<file path="config.mk">
export PLATFORM = sky130hd
export DESIGN_NAME = pwm_carrier_gen
export DESIGN_NICKNAME = d
export VERILOG_FILES = /design/src/rtl/pwm_carrier_gen.sv
export SDC_FILE = /design/constraint.sdc
export NUM_CORES = 1
export LEC_CHECK = 0
export ABC_CLOCK_PERIOD_IN_PS = 8800
export CORE_MARGIN = 10
export CORE_UTILIZATION = 40
export DETAILED_ROUTE_END_ITERATION = 6
export DONT_BUFFER_PORTS = 1
export GPL_TIMING_DRIVEN = 0
export PLACE_DENSITY_LB_ADDON = 0.3
export SLEW_MARGIN = 20
export SYNTH_ARGS = -nofsm -noshare
export SYNTH_HDL_FRONTEND = slang
export SYNTH_SLANG_ARGS = --single-unit
</file>
<file path="constraint.sdc">
create_clock -name clk -period 8.8 [get_ports clk]
set_clock_uncertainty 0.1 [all_clocks]
set_input_delay 0.88 -clock clk [delete_from_list [all_inputs] [get_ports clk]]
set_output_delay 0.88 -clock clk [all_outputs]
set_load 0.01 [all_outputs]
</file>
<file path="src/rtl/pwm_carrier_gen.sv">
// rtl/pwm_carrier_gen.sv - PWM carrier generator: up/down/up-down counter with prescaler, phase preload and shadowed settings (optional CARRIER_SYNC_OUT_EN adds sync_out)
module pwm_carrier_gen #(
    parameter int CNT_WIDTH = 16,
    parameter int DIV_WIDTH = 8
) (
    input  logic                 clk,
    input  logic                 reset,
    input  logic                 pwm_onoff,
    input  logic [CNT_WIDTH-1:0] period,
    input  logic [CNT_WIDTH-1:0] init,
    input  logic [1:0]           mode,
    input  logic [DIV_WIDTH-1:0] clkdiv,
    input  logic [1:0]           mask_sel,
    input  logic                 sync_in,
    output logic [CNT_WIDTH-1:0] carrier,
    output logic                 dir,
    output logic                 zero_evt,
    output logic                 prd_evt,
    output logic                 maskevent
`ifdef CARRIER_SYNC_OUT_EN
    ,
    output logic                 sync_out
`endif
);

    localparam logic [1:0] MODE_UP   = 2'b00;
    localparam logic [1:0] MODE_DOWN = 2'b01;
    localparam logic [1:0] MODE_UPDN = 2'b10;

    localparam logic [CNT_WIDTH-1:0] CNT_ONE = {{(CNT_WIDTH-1){1'b0}}, 1'b1};
    localparam logic [DIV_WIDTH-1:0] DIV_ONE = {{(DIV_WIDTH-1){1'b0}}, 1'b1};

    logic [CNT_WIDTH-1:0] carrier_q, carrier_d;
    logic                 dir_q, dir_d;
    logic                 zero_q, zero_d;
    logic                 prd_q, prd_d;
    logic                 mask_q, mask_d;
    logic [DIV_WIDTH-1:0] psc_q, psc_d;
    logic [CNT_WIDTH-1:0] period_sh_q, period_sh_d;
    logic [1:0]           mode_sh_q, mode_sh_d;
    logic [DIV_WIDTH-1:0] clkdiv_sh_q, clkdiv_sh_d;
    logic [1:0]           mask_sel_sh_q, mask_sel_sh_d;

    logic                 tick;
    logic                 counting;
    logic [CNT_WIDTH-1:0] next_cnt;
    logic                 next_dir;
    logic [CNT_WIDTH-1:0] stop_val;
    logic [CNT_WIDTH-1:0] sync_val;

    // ">=" so a smaller divider landing mid-prescale cannot strand the prescaler
    assign tick     = (psc_q >= clkdiv_sh_q);
    assign stop_val = (init > period)      ? period      : init;
    assign sync_val = (init > period_sh_q) ? period_sh_q : init;

    // Next carrier value for one tick in the active mode; overshoot of a lowered period resolves at once
    always_comb begin
        next_cnt = carrier_q;
        next_dir = dir_q;
        counting = 1'b1;
        case (mode_sh_q)
            MODE_UP: begin
                next_cnt = (carrier_q >= period_sh_q) ? '0 : carrier_q + CNT_ONE;
                next_dir = 1'b1;
            end
            MODE_DOWN: begin
                next_cnt = (carrier_q == '0 || carrier_q > period_sh_q) ? period_sh_q : carrier_q - CNT_ONE;
                next_dir = 1'b0;
            end
            MODE_UPDN: begin
                if (period_sh_q == '0) begin
                    next_cnt = '0;
                end else if (dir_q) begin
                    if (carrier_q > period_sh_q)
                        next_cnt = period_sh_q;
                    else if (carrier_q == period_sh_q)
                        next_cnt = period_sh_q - CNT_ONE;
                    else
                        next_cnt = carrier_q + CNT_ONE;
                end else begin
                    if (carrier_q == '0)
                        next_cnt = CNT_ONE;
                    else if (carrier_q > period_sh_q)
                        next_cnt = period_sh_q;
                    else
                        next_cnt = carrier_q - CNT_ONE;
                end
                if (next_cnt == '0)
                    next_dir = 1'b1;
                else if (next_cnt == period_sh_q)
                    next_dir = 1'b0;
                else
                    next_dir = (next_cnt > carrier_q);
            end
            default: begin
                counting = 1'b0;
            end
        endcase
    end

    // Next-state selection: stop preload, sync reload, tick step, or prescale
    always_comb begin
        carrier_d     = carrier_q;
        dir_d         = dir_q;
        zero_d        = 1'b0;
        prd_d         = 1'b0;
        mask_d        = 1'b0;
        psc_d         = psc_q;
        period_sh_d   = period_sh_q;
        mode_sh_d     = mode_sh_q;
        clkdiv_sh_d   = clkdiv_sh_q;
        mask_sel_sh_d = mask_sel_sh_q;

        if (!pwm_onoff || mask_q) begin
            period_sh_d   = period;
            mode_sh_d     = mode;
            clkdiv_sh_d   = clkdiv;
            mask_sel_sh_d = mask_sel;
        end

        if (!pwm_onoff) begin
            carrier_d = stop_val;
            dir_d     = (mode != MODE_DOWN);
            psc_d     = '0;
        end else if (sync_in) begin
            carrier_d = sync_val;
            dir_d     = (mode_sh_q != MODE_DOWN);
            psc_d     = '0;
        end else if (tick) begin
            psc_d = '0;
            if (counting) begin
                carrier_d = next_cnt;
                dir_d     = next_dir;
                zero_d    = (next_cnt == '0);
                prd_d     = (next_cnt == period_sh_q);
                mask_d    = (zero_d && (mask_sel_sh_q == 2'b00 || mask_sel_sh_q == 2'b10)) ||
                            (prd_d  && (mask_sel_sh_q == 2'b01 || mask_sel_sh_q == 2'b10));
            end
        end else begin
            psc_d = psc_q + DIV_ONE;
        end
    end

    // State registers with synchronous reset taking priority over everything
    always_ff @(posedge clk) begin
        if (reset) begin
            carrier_q     <= '0;
            dir_q         <= 1'b1;
            zero_q        <= 1'b0;
            prd_q         <= 1'b0;
            mask_q        <= 1'b0;
            psc_q         <= '0;
            period_sh_q   <= '0;
            mode_sh_q     <= '0;
            clkdiv_sh_q   <= '0;
            mask_sel_sh_q <= '0;
        end else begin
            carrier_q     <= carrier_d;
            dir_q         <= dir_d;
            zero_q        <= zero_d;
            prd_q         <= prd_d;
            mask_q        <= mask_d;
            psc_q         <= psc_d;
            period_sh_q   <= period_sh_d;
            mode_sh_q     <= mode_sh_d;
            clkdiv_sh_q   <= clkdiv_sh_d;
            mask_sel_sh_q <= mask_sel_sh_d;
        end
    end

    assign carrier   = carrier_q;
    assign dir       = dir_q;
    assign zero_evt  = zero_q;
    assign prd_evt   = prd_q;
    assign maskevent = mask_q;

`ifdef CARRIER_SYNC_OUT_EN
    logic sync_out_q;

    // Chaining pulse for a downstream generator's sync_in, aligned with zero_evt
    always_ff @(posedge clk) begin
        if (reset)
            sync_out_q <= 1'b0;
        else
            sync_out_q <= zero_d;
    end

    assign sync_out = sync_out_q;
`endif

endmodule

</file>
==> flow_metrics.env, run 1 <==
export IMPL_ff2ff_setup_slack_ns=1.84
export IMPL_fin_crit_sh_pct=79.0
export IMPL_die_w_um=157
export IMPL_total_power_mw=1.37
export IMPL_yosys_register_bits=56
export IMPL_relSlewSlack_pct=15.3
export IMPL_drv_slew=0
export IMPL_drive_gt1_share_pct=5.62
export IMPL_postSynthCellCount=1057
export IMPL_critical_path_arrival_ns=7.11
export IMPL_post_cts_resized=0
export IMPL_die_y_um=157
export IMPL_timing_rr_start="period_sh_q[4]$_SDFFE_PP0P_"
export IMPL_final_setup_worst_slack_ns=1.84
export IMPL_setup_viol=0
export IMPL_yosysSeqAreaShare_pct=15.0
export IMPL_vdd_drop_max_mv=0.0913
export IMPL_io_buffers=0
export IMPL_cts_setup_buffers=0
export IMPL_critPathMaxFanout=10
export IMPL_status="finished, final reports clean"
export IMPL_die_area_mm2=0.0245
export IMPL_cts_hold_buf=0
export IMPL_viasPerCell=6.70
export IMPL_critPathKind="reg2reg"
export IMPL_cts_reportedPaths_clkPinSlew_ns=0.09
export IMPL_fmax_mhz=144
export IMPL_fillers=1927
export IMPL_post_place_ws_ns=2.21
export IMPL_vias=8686
export IMPL_crit_required_ns=8.96
export IMPL_nNetsFinal=1193
export IMPL_coreArea_mm2=0.0181
export IMPL_initial_utilization_pct=41.1
export IMPL_finalSetupTns_ns=0
export IMPL_synth_ff_type="dfxtp_1"
export IMPL_avgSynthCellArea_um2=7.06
export IMPL_rows=49
export IMPL_async_reset_ff_share_pct=0
export IMPL_grt_total_usage_pct=29.2
export IMPL_worst_hold_slack_ns=0.354
export IMPL_holdPathStages=2
export IMPL_ys_types=82
export IMPL_antenna_found_initial=0
export IMPL_grt_pass1_vias=8304
export IMPL_fin_crit_ns=6.96
export IMPL_yosysWarnings=0
export IMPL_dp_hpwl_um=29300
export IMPL_clockBufferDepth=2
export IMPL_finalNonFillerCells=1296
export IMPL_insertedDiodeCount=0
export IMPL_cp_end_kind="register"
export IMPL_timing_rr_end="maskevent$_SDFF_PP0_"
export IMPL_rsz0062_at_grt="false"
export IMPL_drt_initial_drc_count=1149
export IMPL_place_area_mm2=0.00779
export IMPL_tritoncts="yes"
export IMPL_grt_pass1_wl_um=53700
export IMPL_cts_buffers=5
export IMPL_syn_to_final_growth_pct=6.53
export IMPL_critPathLaunch="period_sh_q[4]$_SDFFE_PP0P_"
export IMPL_gp_congestion=1.06
export IMPL_insertion_delay_ns=0.32
export IMPL_worst_pin_slew_ns=1.27
export IMPL_ant_nets=0
export IMPL_first_pass_iters=6
export IMPL_grt_max_degree=20
export IMPL_routed_wirelength_um=36600
export IMPL_startpoint_type="register"
export IMPL_fin_area_mm2=0.00794
export IMPL_cp_endpoint="maskevent$_SDFF_PP0_"
export IMPL_ctsRootBufferMaster="clkbuf_16"
export IMPL_synth_edf_count=0
export IMPL_wl_per_cell_um=28.3
export IMPL_cts_sink_count=56
export IMPL_mostFrequentLayoutCells="nand2_1, nor2_1, ha_1"
export IMPL_synth_nets=1184
export IMPL_mappedNetlistArea_mm2=0.00746
export IMPL_max_cap_viol_count=0
export IMPL_design_portCount=68
export IMPL_fin_util_pct=43.8
export IMPL_p_per_area_mw_per_mm2=173
export IMPL_leakage_nw=3.05
export IMPL_drc=0
export IMPL_final_hold_viol_count=0
export IMPL_layout_commonest_cell="nand2_1"
export IMPL_grt_overflow=0
export IMPL_htree_levels=2
export IMPL_ff2ff_path_depth=15
export IMPL_min_path_type="reg2reg"
export IMPL_dp_cells=1288
kinds of logic after synthesis:
kind of cell	count (synthesis)	share of synthesized area [%]
adders and majority gates	79	13.3
and+or+nand+nor	400	26.8
xor gates and xnor gates	49	5.76
AOI/OAI and AO/OA	317	29.1
buffers and inverters	140	7.80
DFF	56	15.0
muxes	16	2.25
how the worst min path moves through the flow:
stage                                 from                     endpoint  slack (ns)
2_1_floorplan  clkdiv_sh_q[1]$_SDFFE_PP0P_  clkdiv_sh_q[1]$_SDFFE_PP0P_        0.33
3_3_place_gp   clkdiv_sh_q[4]$_SDFFE_PP0P_  clkdiv_sh_q[4]$_SDFFE_PP0P_        0.34
3_5_place_dp   clkdiv_sh_q[6]$_SDFFE_PP0P_  clkdiv_sh_q[6]$_SDFFE_PP0P_        0.35
4_1_cts        clkdiv_sh_q[6]$_SDFFE_PP0P_  clkdiv_sh_q[6]$_SDFFE_PP0P_        0.36
5_1_grt        clkdiv_sh_q[4]$_SDFFE_PP0P_  clkdiv_sh_q[4]$_SDFFE_PP0P_        0.37
6_report       clkdiv_sh_q[6]$_SDFFE_PP0P_  clkdiv_sh_q[6]$_SDFFE_PP0P_        0.35
per-layer routing:
layer  part of all wire [%]  GRT usage, %  vias up
met2                     43          44.8      562
met1                     40          36.9     4063
met5                      0             0        -
met3                     11          6.85      123
met4                    5.9          16.2        0
li1                       -             -     3938
cell usage after synthesis (all sizes together), types with 8 or more instances:
cell type  count  area share, %
xnor2         45            5.3
mux2i         13            1.8
nand2b        12            1.0
a2111oi       15            2.1
o31ai         10            1.1
dfxtp         56             15
ha            79             13
a21oi         79            5.4
inv           64            3.2
nor4          22            1.9
o211ai        22            2.2
nand2        117            5.9
a21o          20            2.0
or2            8           0.67
nand3         31            2.1
o21ai         56            3.8
o21a          15            1.5
buf           15            1.5
nor3          34            2.6
nand4         31            2.6
clkbuf        57            2.9
nor2          85            4.3
or3           11           0.99
a31oi         14            1.2
and3          12            1.0
or4           12            1.3
a211oi        26            2.6
power breakdown:
part	switching (mW)	leakage [nW]	internal (mW)
combinational	0.558	2.52	0.282
clock	0.116	0.0719	0.109
sequential	0.0370	0.461	0.270
critical path: stages, from the launching register on:
cell and delay [ns]:
dfxtp_1 0.40, clkbuf_1 0.55, inv_1 0.42, ha_1 0.40
nand4_1 0.30, a2111o_1 0.68, a31oi_1 0.89, buf_2 0.45
clkbuf_1 0.68, o21ai_0 0.20, a221oi_1 0.59, inv_1 0.19
nor4_1 0.32, nand3_1 0.21, nor3_2 0.34, a32o_1 0.17
area by class of cell:
type / instances / area (um2) / share of cell area [%]
Inverter: 68 / 255 / 3.21
Buffer: 72 / 327 / 4.11
Sequential cell: 56 / 1120 / 14.1
Clock buffer: 5 / 125 / 1.58
Tap cell: 229 / 287 / 3.61
Clock inverter: 3 / 27.5 / 0.347
Multi-Input combinational cell: 861 / 5790 / 72.9
Timing Repair Buffer: 2 / 10.0 / 0.126
sequential cells by signal (all words and copies together) (netlist names):
signal         cells
psc_q              8
clkdiv_sh_q        8
prd_evt            1
carrier           16
mask_sel_sh_q      2
mode_sh_q          2
zero_evt           1
dir                1
period_sh_q       16
maskevent          1
(Power assumes the default switching activity.)
==> inputs of run 2 (changes only) <==
--- a/config.mk
+++ b/config.mk
@@ -5,7 +5,7 @@
 export SDC_FILE = /design/constraint.sdc
 export NUM_CORES = 1
 export LEC_CHECK = 0
-export ABC_CLOCK_PERIOD_IN_PS = 8800
+export ABC_CLOCK_PERIOD_IN_PS = 7250
 export CORE_MARGIN = 10
 export CORE_UTILIZATION = 40
 export DETAILED_ROUTE_END_ITERATION = 6
==> constraint.sdc (replaced) <==
create_clock -name clk -period 7.25 [get_ports clk]
set_clock_uncertainty 0.1 [all_clocks]
set_input_delay 0.725 -clock clk [delete_from_list [all_inputs] [get_ports clk]]
set_output_delay 0.725 -clock clk [all_outputs]
set_load 0.01 [all_outputs]
==> results of run 2 <==
The final DEF is identical to that of run 1. Status: finished, final reports clean.
Main changes from that run: setup slack after placement 2.21 ns -> 0.657 ns; setup slack after layout 1.84 ns -> 0.295 ns; register-to-register setup slack 1.84 ns -> 0.29 ns; total power 1.37 mW -> 1.67 mW; worst IR drop on VDD 0.0913 mV -> 0.111 mV
==> inputs of run 3 (changes only) <==
--- a/config.mk
+++ b/config.mk
@@ -5,7 +5,9 @@
 export SDC_FILE = /design/constraint.sdc
 export NUM_CORES = 1
 export LEC_CHECK = 0
+export ABC_AREA = 1
 export ABC_CLOCK_PERIOD_IN_PS = 7250
+export CAP_MARGIN = 25
 export CORE_MARGIN = 10
 export CORE_UTILIZATION = 40
 export DETAILED_ROUTE_END_ITERATION = 6
==> flow_metrics.env, run 3 <==
export IMPL_status="finished, final reports clean"
export IMPL_crit_path_frequent_cell="nand2_1"
export IMPL_grt_pass1_wl_um=48400
export IMPL_fin_crit_sh_pct=66.1
export IMPL_ff_latch_area_mm2=0.00112
export IMPL_nNetsFinal=1417
export IMPL_yosys_register_bits=56
export IMPL_vdd_drop_max_mv=0.117
export IMPL_die_w_um=159
export IMPL_yosys_top_cells_count="nand2_1, inv_1, nor2_1"
export IMPL_synth_simple_area_share_pct=39.6
export IMPL_cts_setup_buffers=0
export IMPL_io_buffers=0
export IMPL_yosysMostFrequentCell="nand2_1"
export IMPL_critPathKind="reg2reg"
export IMPL_drt_initial_drc_count=931
export IMPL_synth_edf_count=0
export IMPL_fin_crit_ns=4.80
export IMPL_clockBufferDepth=2
export IMPL_startpoint_type="register"
export IMPL_dp_hpwl_um=26200
export IMPL_ant_nets=0
export IMPL_gp_congestion=1.00
export IMPL_fin_area_mm2=0.00819
export IMPL_synth_fa_ha_area_share_pct=12.8
export IMPL_coreArea_mm2=0.0188
export IMPL_final_hold_viol_count=0
export IMPL_finalSetupTns_ns=0
export IMPL_cts_buffers=5
export IMPL_critical_path_arrival_ns=4.88
export IMPL_die_area_mm2=0.0252
export IMPL_grt_overflow=0
export IMPL_rows=50
export IMPL_ys_types=50
export IMPL_setup_viol=0
export IMPL_ctsRootBufferMaster="clkbuf_16"
export IMPL_yosysWarnings=0
export IMPL_cpPeakStageDelay_ns=0.51
export IMPL_cp_end_kind="register"
export IMPL_fmax_mhz=209
export IMPL_insertedDiodeCount=0
export IMPL_mostFrequentLayoutCells="nand2_1, inv_1, nor2_1"
export IMPL_synth_top_area_share_pct=15.4
export IMPL_finalNonFillerCells=1551
export IMPL_fillers=2074
export IMPL_drive_gt1_share_pct=7.75
export IMPL_synth_compound_area_share_pct=18.2
export IMPL_avgSynthCellArea_um2=6.00
export IMPL_synth_nets=1410
export IMPL_viasPerCell=5.78
export IMPL_drc=0
export IMPL_cts_reportedPaths_clkPinSlew_ns=0.08
export IMPL_synth_ff_type="dfxtp_1"
export IMPL_synth_xor_area_share_pct=3.42
export IMPL_synth_top_family_by_area="simple AND/OR/NAND/NOR gates"
export IMPL_post_cts_resized=0
export IMPL_grt_max_degree=18
export IMPL_yosysSeqAreaShare_pct=14.6
export IMPL_drv_slew=0
export IMPL_antenna_found_initial=1
export IMPL_worst_pin_slew_ns=0.908
export IMPL_p_per_area_mw_per_mm2=209
export IMPL_syn_to_final_growth_pct=6.41
export IMPL_dp_cells=1543
export IMPL_max_cap_viol_count=0
export IMPL_critPathMaxFanout=10
export IMPL_tritoncts="yes"
export IMPL_postSynthCellCount=1283
export IMPL_grt_pass1_vias=8187
export IMPL_mappedNetlistArea_mm2=0.00769
export IMPL_muxShareOfSynthArea_pct=0
export IMPL_first_pass_iters=6
export IMPL_cts_sink_count=56
export IMPL_vias=8972
export IMPL_slowest_stage="dfxtp_1"
export IMPL_leakage_nw=3.86
export IMPL_synth_top_area_cell="nand2_1"
export IMPL_relSlewSlack_pct=39.3
export IMPL_insertion_delay_ns=0.30
export IMPL_initial_utilization_pct=40.9
export IMPL_routed_wirelength_um=31700
export IMPL_crit_required_ns=7.33
export IMPL_design_portCount=68
export IMPL_worst_hold_slack_ns=0.362
export IMPL_rsz0062_at_grt="false"
export IMPL_multi_input_area_mm2=0.00570
export IMPL_htree_levels=2
export IMPL_die_y_um=159
export IMPL_cts_hold_buf=0
export IMPL_layout_commonest_cell="nand2_1"
export IMPL_place_area_mm2=0.00802
export IMPL_min_path_type="reg2reg"
export IMPL_synth_area_top_cells="nand2_1, dfxtp_1, ha_1, nand3_1, a21oi_1"
export IMPL_grt_total_usage_pct=24.9
export IMPL_wl_per_cell_um=20.4
export IMPL_async_reset_ff_share_pct=0
run 3: cell count changes in the layout (fill, tap and decap cells not counted), moves of 32 or more:
cell	delta
inv_1	+62
nand2_1	+198
nand3_1	+88
nor2_1	+42
o21ai_0	+32
xnor2_1	-41
run 3: worst max-delay path: cells and delay by family, from the launching register on:
| kind | cells | cell delay, ns |
|---|---|---|
| flops | 1 | 0.51 |
| simple gates | 20 | 2.30 |
| buf+inv | 6 | 0.92 |
| fa+ha+maj | 2 | 0.73 |
| compound gates | 1 | 0.10 |
run 3: path summary, 6_finish.rpt:
check,startpoint,to,slack (ns),cells past startpoint
setup / recovery,period_sh_q[3]$_SDFFE_PP0P_,dir$_SDFFE_PP1P_,2.45,29
hold / removal,clkdiv_sh_q[3]$_SDFFE_PP0P_,clkdiv_sh_q[3]$_SDFFE_PP0P_,0.36,2
setup reg to reg,period_sh_q[3]$_SDFFE_PP0P_,dir$_SDFFE_PP1P_,2.45,29
hold reg to reg,clkdiv_sh_q[3]$_SDFFE_PP0P_,clkdiv_sh_q[3]$_SDFFE_PP0P_,0.36,2
run 3: area by class of cell:
cell class                      count  area share [%]
Clock buffer                        6            1.57
Multi-Input combinational cell   1031            69.7
Tap cell                          260            3.97
Inverter                          141            6.46
Clock inverter                      2           0.474
Sequential cell                    56            13.7
Buffer                             55            4.14
run 3: where the power goes:
group / switching, mW / internal, mW / leakage [nW]
combinational: 0.714 / 0.342 / 3.32
clock: 0.116 / 0.165 / 0.0815
sequential: 0.0463 / 0.330 / 0.463
total: 0.877 / 0.837 / 3.86
run 3: cells by family (layout without fill, tap and decap cells):
group	Yosys count	in the layout
adder cells (fa/ha/maj)	79	79
AND/OR/NAND/NOR	674	674
buffers and inverters	196	204
XOR/XNOR	30	30
AO/OA/AOI/OAI	248	248
flip-flops	56	56
run 3: metal layers:
layer  up-vias  global-route usage [%]  part of all wire [%]
met5         -                       0                     0
met4         0                    9.79                   3.7
met3        75                    5.67                    10
met2       525                    38.4                    44
met1      4043                    32.9                    42
li1       4329                       -                     -
run 3: through the flow:
| step | util (%) | total power, mW | setup slack, ns |
|---|---|---|---|
| floorplan | - | 1.12 | 3.67 |
| global placement | 42.6 | 1.40 | 2.42 |
| detailed placement | 42.6 | 1.41 | 2.42 |
| CTS | 43.5 | 1.69 | 2.40 |
| global route | 43.5 | 1.85 | 2.01 |
| finish | 43.5 | 1.71 | 2.45 |
